`src/rtl/pmt_timebin_latch.sv`:
```
// pmt_timebin_latch: multi-channel time-bin sequencer for the PMT counting path.
// Splits clk into programmable bins. At each bin boundary it snapshots CH
// external counters, clears them and queues {snapshot, bin index} in a
// first-word-fall-through FIFO that a valid/ready stream drains.
// Build option: define TIMEBIN_DROP_OLDEST_EN so that a push into a full FIFO
// evicts the oldest entry. By default the new snapshot is discarded.
module pmt_timebin_latch #(
  parameter int CH    = 4,
  parameter int CW    = 8,
  parameter int BIN_W = 32,
  parameter int DEPTH = 4
) (
  input  logic                         clk,
  input  logic                         reset,
  input  logic                         start,
  input  logic                         stop,
  input  logic [BIN_W-1:0]             bin_len,
  input  logic [15:0]                  n_bins,
  input  logic [CH*CW-1:0]             cnt_in,
  output logic                         cnt_clr,
  output logic                         busy,
  output logic                         done,
  output logic                         m_valid,
  input  logic                         m_ready,
  output logic [CH*CW-1:0]             m_data,
  output logic [15:0]                  m_idx,
  output logic [$clog2(DEPTH+1)-1:0]   fifo_level,
  output logic                         overflow,
  output logic                         led
);

  localparam int DW = CH * CW;
  localparam int AW = $clog2(DEPTH);
  localparam int LW = $clog2(DEPTH+1);

  typedef enum logic {IDLE, RUN} state_t;

  state_t                    state_q, state_d;
  logic [BIN_W-1:0]          bin_len_q, bin_len_d;
  logic [15:0]               n_bins_q, n_bins_d;
  logic [BIN_W-1:0]          timer_q, timer_d;
  logic [15:0]               idx_q, idx_d;
  logic                      cnt_clr_q, cnt_clr_d;
  logic                      done_q, done_d;
  logic                      led_q, led_d;
  logic                      overflow_q, overflow_d;
  logic [AW-1:0]             wr_ptr_q, wr_ptr_d;
  logic [AW-1:0]             rd_ptr_q, rd_ptr_d;
  logic [LW-1:0]             level_q, level_d;
  logic [DEPTH-1:0][DW-1:0]  data_mem_q;
  logic [DEPTH-1:0][15:0]    idx_mem_q;

  logic push, pop, full, wr_en, clr_ovf;

  // Sequencer: start/stop handling, bin timer, boundary detection
  always_comb begin
    state_d   = state_q;
    bin_len_d = bin_len_q;
    n_bins_d  = n_bins_q;
    timer_d   = timer_q;
    idx_d     = idx_q;
    led_d     = led_q;
    cnt_clr_d = 1'b0;
    done_d    = 1'b0;
    push      = 1'b0;
    clr_ovf   = 1'b0;
    case (state_q)
      IDLE: begin
        if (start) begin
          // A 1-cycle bin would leave no cycle between clear pulses
          bin_len_d = (bin_len < BIN_W'(2)) ? BIN_W'(2) : bin_len;
          n_bins_d  = n_bins;
          timer_d   = '0;
          idx_d     = '0;
          clr_ovf   = 1'b1;
          cnt_clr_d = 1'b1;
          state_d   = RUN;
        end
      end
      RUN: begin
        if (stop) begin
          // Abort wins over a coincident boundary: partial bin is dropped
          state_d = IDLE;
        end else if (timer_q == bin_len_q - BIN_W'(1)) begin
          push    = 1'b1;
          led_d   = ~led_q;
          timer_d = '0;
          // Index advances even if the FIFO drops this bin, so gaps show loss
          idx_d   = idx_q + 16'd1;
          if (n_bins_q != 16'd0 && idx_q == n_bins_q - 16'd1) begin
            done_d  = 1'b1;
            state_d = IDLE;
          end else begin
            cnt_clr_d = 1'b1;
          end
        end else begin
          timer_d = timer_q + BIN_W'(1);
        end
      end
      default: state_d = IDLE;
    endcase
  end

  // Snapshot FIFO: pointer/level bookkeeping and overflow policy
  always_comb begin
    pop        = m_valid & m_ready;
    full       = (level_q == LW'(DEPTH));
    wr_en      = 1'b0;
    wr_ptr_d   = wr_ptr_q;
    rd_ptr_d   = rd_ptr_q;
    level_d    = level_q;
    overflow_d = clr_ovf ? 1'b0 : overflow_q;
    if (pop) rd_ptr_d = rd_ptr_q + AW'(1);
    if (push) begin
      if (!full || pop) begin
        wr_en    = 1'b1;
        wr_ptr_d = wr_ptr_q + AW'(1);
      end else begin
        overflow_d = 1'b1;
`ifdef TIMEBIN_DROP_OLDEST_EN
        // Evict the head and store the new snapshot at the tail
        wr_en    = 1'b1;
        wr_ptr_d = wr_ptr_q + AW'(1);
        rd_ptr_d = rd_ptr_q + AW'(1);
`endif
      end
    end
    // Level moves only on a net push or a net pop; eviction keeps it at DEPTH
    if (pop && !wr_en)
      level_d = level_q - LW'(1);
    else if (wr_en && !pop && !full)
      level_d = level_q + LW'(1);
  end

  // State, counters, FIFO storage
  always_ff @(posedge clk) begin
    if (reset) begin
      state_q    <= IDLE;
      bin_len_q  <= '0;
      n_bins_q   <= '0;
      timer_q    <= '0;
      idx_q      <= '0;
      cnt_clr_q  <= 1'b0;
      done_q     <= 1'b0;
      led_q      <= 1'b0;
      overflow_q <= 1'b0;
      wr_ptr_q   <= '0;
      rd_ptr_q   <= '0;
      level_q    <= '0;
      data_mem_q <= '0;
      idx_mem_q  <= '0;
    end else begin
      state_q    <= state_d;
      bin_len_q  <= bin_len_d;
      n_bins_q   <= n_bins_d;
      timer_q    <= timer_d;
      idx_q      <= idx_d;
      cnt_clr_q  <= cnt_clr_d;
      done_q     <= done_d;
      led_q      <= led_d;
      overflow_q <= overflow_d;
      wr_ptr_q   <= wr_ptr_d;
      rd_ptr_q   <= rd_ptr_d;
      level_q    <= level_d;
      if (wr_en) begin
        data_mem_q[wr_ptr_q] <= cnt_in;
        idx_mem_q[wr_ptr_q]  <= idx_q;
      end
    end
  end

  assign busy       = (state_q == RUN);
  assign cnt_clr    = cnt_clr_q;
  assign done       = done_q;
  assign led        = led_q;
  assign overflow   = overflow_q;
  assign fifo_level = level_q;
  assign m_valid    = (level_q != '0);
  assign m_data     = data_mem_q[rd_ptr_q];
  assign m_idx      = idx_mem_q[rd_ptr_q];

endmodule

```
`config.mk`:
```
export PLATFORM = sky130hd
export DESIGN_NAME = pmt_timebin_latch
export DESIGN_NICKNAME = d
export VERILOG_FILES = /design/src/rtl/pmt_timebin_latch.sv
export SDC_FILE = /design/constraint.sdc
export NUM_CORES = 1
export LEC_CHECK = 0
export CAP_MARGIN = 20
export CORE_MARGIN = 4
export CORE_UTILIZATION = 45
export DETAILED_ROUTE_END_ITERATION = 10
export PLACE_DENSITY_LB_ADDON = 0.12
export REMOVE_ABC_BUFFERS = 1
export SLEW_MARGIN = 20
export SYNTH_ARGS = -nofsm -noshare
export SYNTH_HDL_FRONTEND = slang
export SYNTH_SLANG_ARGS = --single-unit
```
`constraint.sdc`:
```
create_clock -name clk -period 3.8 [get_ports clk]
set_input_delay 0.76 -clock clk [delete_from_list [all_inputs] [get_ports clk]]
set_output_delay 0.76 -clock clk [all_outputs]
set_load 0.01 [all_outputs]
```
== Word level (Yosys, flattened, before mapping) ==
Index checks and enable logic that the tools add are counted.
Storage, ports and cells
  bits in registers: 300
  input bits: 85
  output and inout bits: 57
  word-level logic and storage cells: 100
Cells by class
  $add $sub $neg: 8
  order comparisons: 4
  equality and inequality tests: 6
  multiplexer cells: 39
  bitwise logic cells: 5
  reductions and logical operators: 18
Operators with widths (count)
  2-to-1 mux 32 bit: 6
  bitwise mux 128 bit: 1
  2-to-1 mux 16 bit: 5
  binary-select mux 32 bit (select 2 bit): 1
  bitwise mux 64 bit: 1
  demux 32 bit (select 2 bit): 1
  case mux 32 bit (2 select lines): 1
  adder 32 x 1 -> 32 bit (second input constant): 1
  binary-select mux 16 bit (select 2 bit): 1
  demux 16 bit (select 2 bit): 1
  equality test 32 bit: 1
  less-than comparator 32 x 2 -> 1 bit (second input constant): 1
  case mux 16 bit (2 select lines): 1
  subtractor 32 x 1 -> 32 bit (second input constant): 1
  adder 16 x 1 -> 16 bit (second input constant): 1
  equality test 16 bit: 1
  2-to-1 mux 1 bit: 16
  nonzero test 16 bit: 1
  subtractor 16 x 1 -> 16 bit (second input constant): 1
  less-than comparator 2 x 3 -> 1 bit (second input constant): 2
  2-to-1 mux 3 bit: 2
  AND reduction 2 bit: 3
  AND reduction 3 bit: 2
  logical AND 1 bit: 5
  other kinds (15): 23

== Longest topological paths before layout ==
Gate-level depths: netlist of run 1.
  depth in word-level cells: 10
  depth in mapped cells: 16
  depth with buffers taken out: 15

== Worst setup path before layout of run 1 ==
No wires, ideal clock.
  kind: reg2reg
  from: reg bin_len_q[0]
  to: reg level_q[1] (netlist: fifo_level[1])
  arrival time: 4.049 ns
  slack: -0.323 ns
  stages on the path, launching flop included: 15
  buffers on the path: 1
  cell sequence: dfxtp_1 -> inv_1 -> ha_1 -> nor3b_1 -> nand4_1 -> nor3_1 -> mux2i_1 -> or4_1 -> nor4_2 -> and2_1 -> buf_2 -> nand2b_1 -> fa_1 -> or3_1 -> a31oi_1
On the way
  cells in the longest elaborated chain, start to end: 9
  elaborated cells between the ends (all ways): 12
  those cells by class: add/sub: 1; eq/ne: 1; mux: 5; reduce/logical: 5
Ends and longest elaborated chain
  start: declaration: RTL line 39  | logic [BIN_W-1:0] bin_len_q, bin_len_d;
  start signal: assignment: RTL line 154  | bin_len_q <= bin_len_d;
  subtractor 32 x 1 -> 32 bit (*): RTL line 84  | end else if (timer_q == bin_len_q - BIN_W'(1)) begin
  equality test 32 bit (*): RTL line 84
  2-to-1 mux 1 bit (*): RTL line 84
  2-to-1 mux 1 bit (*): RTL line 81  | if (stop) begin
  2-to-1 mux 1 bit (*): RTL line 67  | case (state_q)
  2-to-1 mux 1 bit (*): RTL line 114  | if (push) begin
  logical NOT 1 bit / logical AND 1 bit (equally long branches): RTL line 129, 131
  logical AND 1 bit, on equally long branches: RTL line 129, 131
  2-to-1 mux 3 bit / nonzero test 2 bit (equally long branches)
  end signal: assignment: RTL line 164  | level_q <= level_d;
  end: declaration: RTL line 49  | logic [LW-1:0] level_q, level_d;
Mark *: on every way between the ends. The rest lies on a longest branch, timed or not.
A chain may end at the register's enable or synchronous reset.

== Worst setup path in the final report of run 1 ==
  from: reg bin_len_q[1]
  to: reg level_q[1] (netlist: fifo_level[1])
The elaborated chain is that of the path after synthesis.

==> results of run 1 <==
[area by class of cell]
class	count	area, sq um	share of cell area
multi-input combinational	1048	7690	0.444
sequential	300	6010	0.347
timing repair buffer	193	1900	0.110
clock buffer	50	1010	0.0585
tap	396	495	0.0286
clock inverter	12	158	0.00910
inverter	15	56.3	0.00325
[placed cells by master, fill, tap and decap left out, types with 26 or more instances in the layout]
cell type / Yosys / routed
dfxtp_1: 300 / 296
nor2_1: 255 / 254
mux2i_1: 197 / 197
clkdlybuf4s50_1: 0 / 140
nand2_1: 94 / 94
mux4_2: 48 / 48
a21oi_1: 45 / 45
xor2_1: 44 / 44
xnor2_1: 44 / 44
buf_4: 0 / 44
clkbuf_16: 0 / 36
nand3_1: 34 / 34
nor3_1: 33 / 30
a22o_1: 26 / 26
[critical path: stages (launching register included)]
cell and delay (ns):
dfxtp_1 0.34, inv_1 0.09, ha_1 0.19, nor3b_2 0.17, buf_4 0.16, nand4_1 0.14, nor3_2 0.21, mux2i_1 0.13
or4_4 0.52, nor4_4 0.35, and2_4 0.20, nand2b_1 0.11, fa_1 0.42, or3_1 0.37, a31oi_1 0.15
[state kept, by name, summed over array words and instances (netlist names)]
| signal | count |
|---|---|
| bin_len_q | 32 |
| timer_q | 32 |
| data_mem_q | 128 |
| n_bins_q | 16 |
| wr_ptr_q | 2 |
| idx_q | 16 |
| fifo_level | 3 |
| rd_ptr_q | 2 |
| led | 1 |
| cnt_clr | 1 |
| overflow | 1 |
| done | 1 |
| busy | 1 |
| idx_mem_q | 64 |
[metal layers]
layer	vias up	routed length, um	part of all wire
met3	68	1620	0.046
met1	5344	15800	0.45
met2	244	16900	0.48
met5	-	7	0.00020
met4	2	967	0.027
li1	5478	-	-
[cells by family after synthesis]
logic type / count (synthesis)
compound gates: 144
mux: 250
buf+inv: 122
xor+xnor: 88
fa+ha+maj: 9
simple gates: 557
flops: 300
[repair_timing]
item	in CTS	in global routing
resized for setup	3	19
endpoints found under the setup margin	1	42
setup buffers	0	3
pin swaps	0	9
hold buffers	0	0
[power groups by stage]
stage          registers, mW  clock network, mW  logic, mW
2_1_floorplan           3.33                  0      0.371
3_5_place_dp            3.34                  0      0.727
5_1_grt                 3.28               3.59      0.826
6_report                3.27               3.38      0.759
4_1_cts                 3.27               3.47      0.737
3_3_place_gp            3.33                  0      0.722
[path summary, 6_finish.rpt]
kind,startpoint,end,slack (ns),depth (start not counted)
setup / recovery,bin_len_q[1],fifo_level[1],0.17,14
hold / removal,data_mem_q[50],data_mem_q[50],0.49,2
setup reg to reg,bin_len_q[1],fifo_level[1],0.17,14
hold reg to reg,data_mem_q[50],data_mem_q[50],0.49,2
==> impl_metrics.toml, run 1 <==
[run_status]
status = "complete, no violations"

[clocking]
clock-sinks = 300
cts_tree = "yes"
clockBufferDepth = 3
clk_latency_ns = 0.52
htree_num_levels = 2
clk_pin_slew_ns = 0.06
cts_made_buffers = 35
root_buffer = "clkbuf_16"

[die]
pin_count = 142
die_w_um = 185
core_area_sq_mm = 0.0307
num_rows = 64
start_util = 0.458
die_h_um = 185
die_area_sq_mm = 0.0341

[global_routing]
use_met1 = 0.265
gr-total-overflow = 0
use_met3 = 0.0288
grt_start_max_net_pins = 85
grtUsageTotal = 0.202
grt_pass1_vias = 10800
antenna_found_initial = 1
grt_pass1_wl_mm = 56.5
gr-usage-met2 = 0.344
top_usage_layer = "met2"

[synth]
syn_area_sq_mm = 0.0141
yosysWarnings = 0
synth_top_family_by_area = "multiplexers"
synth-compound-area-share = 0.0681
synthMuxAreaShare = 0.221
ys_seq_elements = 300
yosys.area_share.simple = 0.186
ys_async_sr_fraction = 0
syn_avg_cell_area_sq_um = 9.57
yosysTopAreaCell = "dfxtp_1"
post-synth-top-count-cell = "dfxtp_1"
synthAdderAreaFrac = 0.00854
synth-xor-area-share = 0.0548
synthCells = 1470
ys.flop_type = "dfxtp_1"
synth_edf_count = 0
synth_common_cells = "dfxtp_1, nor2_1, mux2i_1"
yosysTopAreaCellShare = 0.427
ys_types = 58
yosysSeqAreaShare = 0.427
yosys-top-cells-area = "dfxtp_1, mux2i_1, mux4_2, nor2_1, xnor2_1"

[sta]
drv_slew = 0
worst_hold_slack_ns = 0.486
slew-limit-headroom = 0.426
fin_crit_sh = 0.956
setup_slack_ns = 0.166
period_needed_ns = 3.63
worst_pin_slew_ns = 0.861
finalHoldViolCount = 0
clock_skew_ns = 0.0133
fin_tns_setup_ns = 0
setup_viol_count_final = 0
fmax_mhz = 275

[placement]
place.gp.congestion = 0.903
numPortBuffers = 141
placed_cell_area_sq_mm = 0.0160
hpwl_mm = 23.5
dp_cells = 1949
post-place-ws_ns = -0.0465

[cells_and_area]
fin_util = 0.565
stdcell_area_sq_mm = 0.0173
final_cells = 2014
area_delta_synth_final_pct = 23.3
final_nets = 1687
n_fill_cell = 2733
n_antenna_cell = 0
drive_above_1_share = 0.119

[pwr]
switchingPower_mw = 1.79
pwr-share-clk = 0.456
switching_share = 0.241
leakagePower_nw = 7.53
ir_drop_v = 0.000298
p_per_area_mw_per_mm2 = 428
p_seq_frac = 0.441
power_mw = 7.41
p_int_mw = 5.62
p_comb_frac = 0.102

[worst_setup_path]
worstPathRequired_ns = 4.24
path_max_fanout = 5
end_kind = "flop"
startpoint_type = "flop"
worstSetupPathType = "reg -> reg"
worstPathArrival_ns = 4.07

[route]
ant_nets = 0
first_pass_iters = 5
first_iter_violations = 718
routed-via-count = 11100
drc = 0
drt_wl_total_mm = 35.3
wl_per_cell_um = 17.5
viasPerCell = 5.53

[hold_path]
min_path_type = "reg -> reg"

[job]
drv_cap = 0
(Power assumes the default switching activity.)
==> run 2: changes to the inputs <==
CELL_PAD_IN_SITES_DETAIL_PLACEMENT = 0   (was unset)
CELL_PAD_IN_SITES_GLOBAL_PLACEMENT = 2   (was unset)
CORE_UTILIZATION = 33   (was 45)
SKIP_CTS_REPAIR_TIMING = 1   (was unset)
==> run 2 against run 1 <==
Clock power rose by 7.4%. Sequential share of layout area shrank 0.84 points. Register-to-register slack hardly changed.
==> impl_metrics.toml, run 2 (synthesis gave the netlist of run 1 again) <==
[run_status]
status = "complete, no violations"

[worst_setup_path]
startpoint = "bin_len_q[15]"
slowest_delay_ns = 0.52
worstSetupPathType = "reg -> reg"
path_delay_family = "simple AND/OR/NAND/NOR gates"
r2r-start = "bin_len_q[15]"
critPathBufInv = 0
startpoint_type = "flop"
cpMaxStageDelayCell = "or4_4"
end_kind = "flop"
worstPathCellList = "or4_4 > or3_4 > or4_4 > a31oi_1 > o21ai_2 > a221oi_4 > and2_4 > nand2b_1 > fa_1 > or3_1 > a31oi_1"
worstPathArrival_ns = 4.11
path_max_fanout = 3
worstPathRequired_ns = 4.27

[cells_and_area]
final_cells = 2177
n_fill_cell = 4189
top_regs = "data_mem_q: 128 flops, idx_mem_q: 64 flops"
largest_register = "data_mem_q"
drive_above_1_share = 0.134
largest_register_ffs = 128
layout_common_cells = "dfxtp_1, nor2_1, mux2i_1, clkdlybuf4s50_1, nand2_1"
final_common_cell = "dfxtp_1"
area_delta_synth_final_pct = 26.4
n_antenna_cell = 0
final_nets = 1705

[route]
routed-via-count = 11000
drc = 0
first_pass_iters = 5
wl_per_cell_um = 18.4
viasPerCell = 5.07
first_iter_violations = 528
ant_nets = 0
drt_wl_total_mm = 40.0

[pwr]
p_seq_frac = 0.423
leakagePower_nw = 7.65
power_mw = 7.71
p_per_area_mw_per_mm2 = 434
p_int_mw = 5.79
pwr-share-clk = 0.470
switchingPower_mw = 1.92
switching_share = 0.249
p_comb_frac = 0.107
ir_drop_v = 0.000224

[die]
pin_count = 142
core_area_sq_mm = 0.0420
die_w_um = 214
start_util = 0.334
num_rows = 75
die_area_sq_mm = 0.0460
die_h_um = 214

[sta]
fin_crit_sh = 0.959
worst_pin_slew_ns = 0.930
clock_skew_ns = 0.0204
setup_slack_ns = 0.157
drv_slew = 0
fin_tns_setup_ns = 0
setup_viol_count_final = 0
fmax_mhz = 275
period_needed_ns = 3.64
finalHoldViolCount = 0
slew-limit-headroom = 0.380

[clocking]
root_buffer = "clkbuf_16"
clk_pin_slew_ns = 0.06
cts_made_buffers = 39
cts_tree = "yes"
clk_latency_ns = 0.55
clockBufferDepth = 3
clock-sinks = 300
htree_num_levels = 2

[global_routing]
grtUsageTotal = 0.172
antenna_found_initial = 0
grt_pass1_vias = 11200
grt_pass1_wl_mm = 63.9
grt_start_max_net_pins = 75
gr-total-overflow = 0

[placement]
hpwl_mm = 27.0
post-place-ws_ns = -0.0631
dp_cells = 2104
numPortBuffers = 141
place.gp.congestion = 0.804

[hold_path]
min_path_type = "reg -> reg"
min_from = "n_bins_q[10]"

[job]
drv_cap = 0
run 2: cell count changes in the layout (fill, tap and decap cells not counted), sizes merged:
| cell | previous run | this run |
|---|---|---|
| buf | 53 | 67 |
| clkbuf | 50 | 57 |
| inv | 17 | 16 |
run 2: layer usage:
layer	vias to the layer above	part of all wire	global-route usage
met5	-	0	0
met2	161	0.49	0.300
met4	0	0.019	0.0482
met3	52	0.028	0.0261
li1	5489	-	-
met1	5335	0.46	0.222
run 2: cell type report:
cell class              count  area (sq um)  area share
well taps                 539           674      0.0379
clock inverters            11           145     0.00816
multi-input cells        1048          7760       0.436
flip-flops and latches    300          6020       0.338
repair buffers            207          2020       0.114
clock buffers              57          1100      0.0622
inverters                  15          56.3     0.00317
run 2: worst min-delay path, cell delays in order, from the launching register on:
cell and delay, ns:
dfxtp_1 0.32, nand2_1 0.06, a21oi_1 0.06
run 2: power groups by stage:
| stage | logic [mW] | registers [mW] | clock network, mW |
|---|---|---|---|
| after floorplan | 0.371 | 3.33 | 0 |
| after global placement | 0.780 | 3.32 | 0 |
| after detailed placement | 0.777 | 3.32 | 0 |
| after CTS | 0.780 | 3.26 | 3.76 |
| after global routing | 0.902 | 3.27 | 3.88 |
| final | 0.824 | 3.26 | 3.63 |
run 2: worst paths after layout:
path,endpoint,slack (ns),cells past startpoint
max,fifo_level[1],0.16,11
min,n_bins_q[10],0.49,2
max reg2reg,fifo_level[1],0.16,11
min reg2reg,n_bins_q[10],0.49,2
run 2: through the flow:
stage | cell area (sq um) | hold WS, ns | util
3_5_place_dp | 16300 | 0.480 | 0.388
4_1_cts | 17600 | 0.489 | 0.418
6_report | 17800 | 0.488 | 0.423
3_3_place_gp | 16300 | 0.470 | 0.388
2_1_floorplan | 13600 | 0.454 | -
5_1_grt | 17800 | 0.515 | 0.423
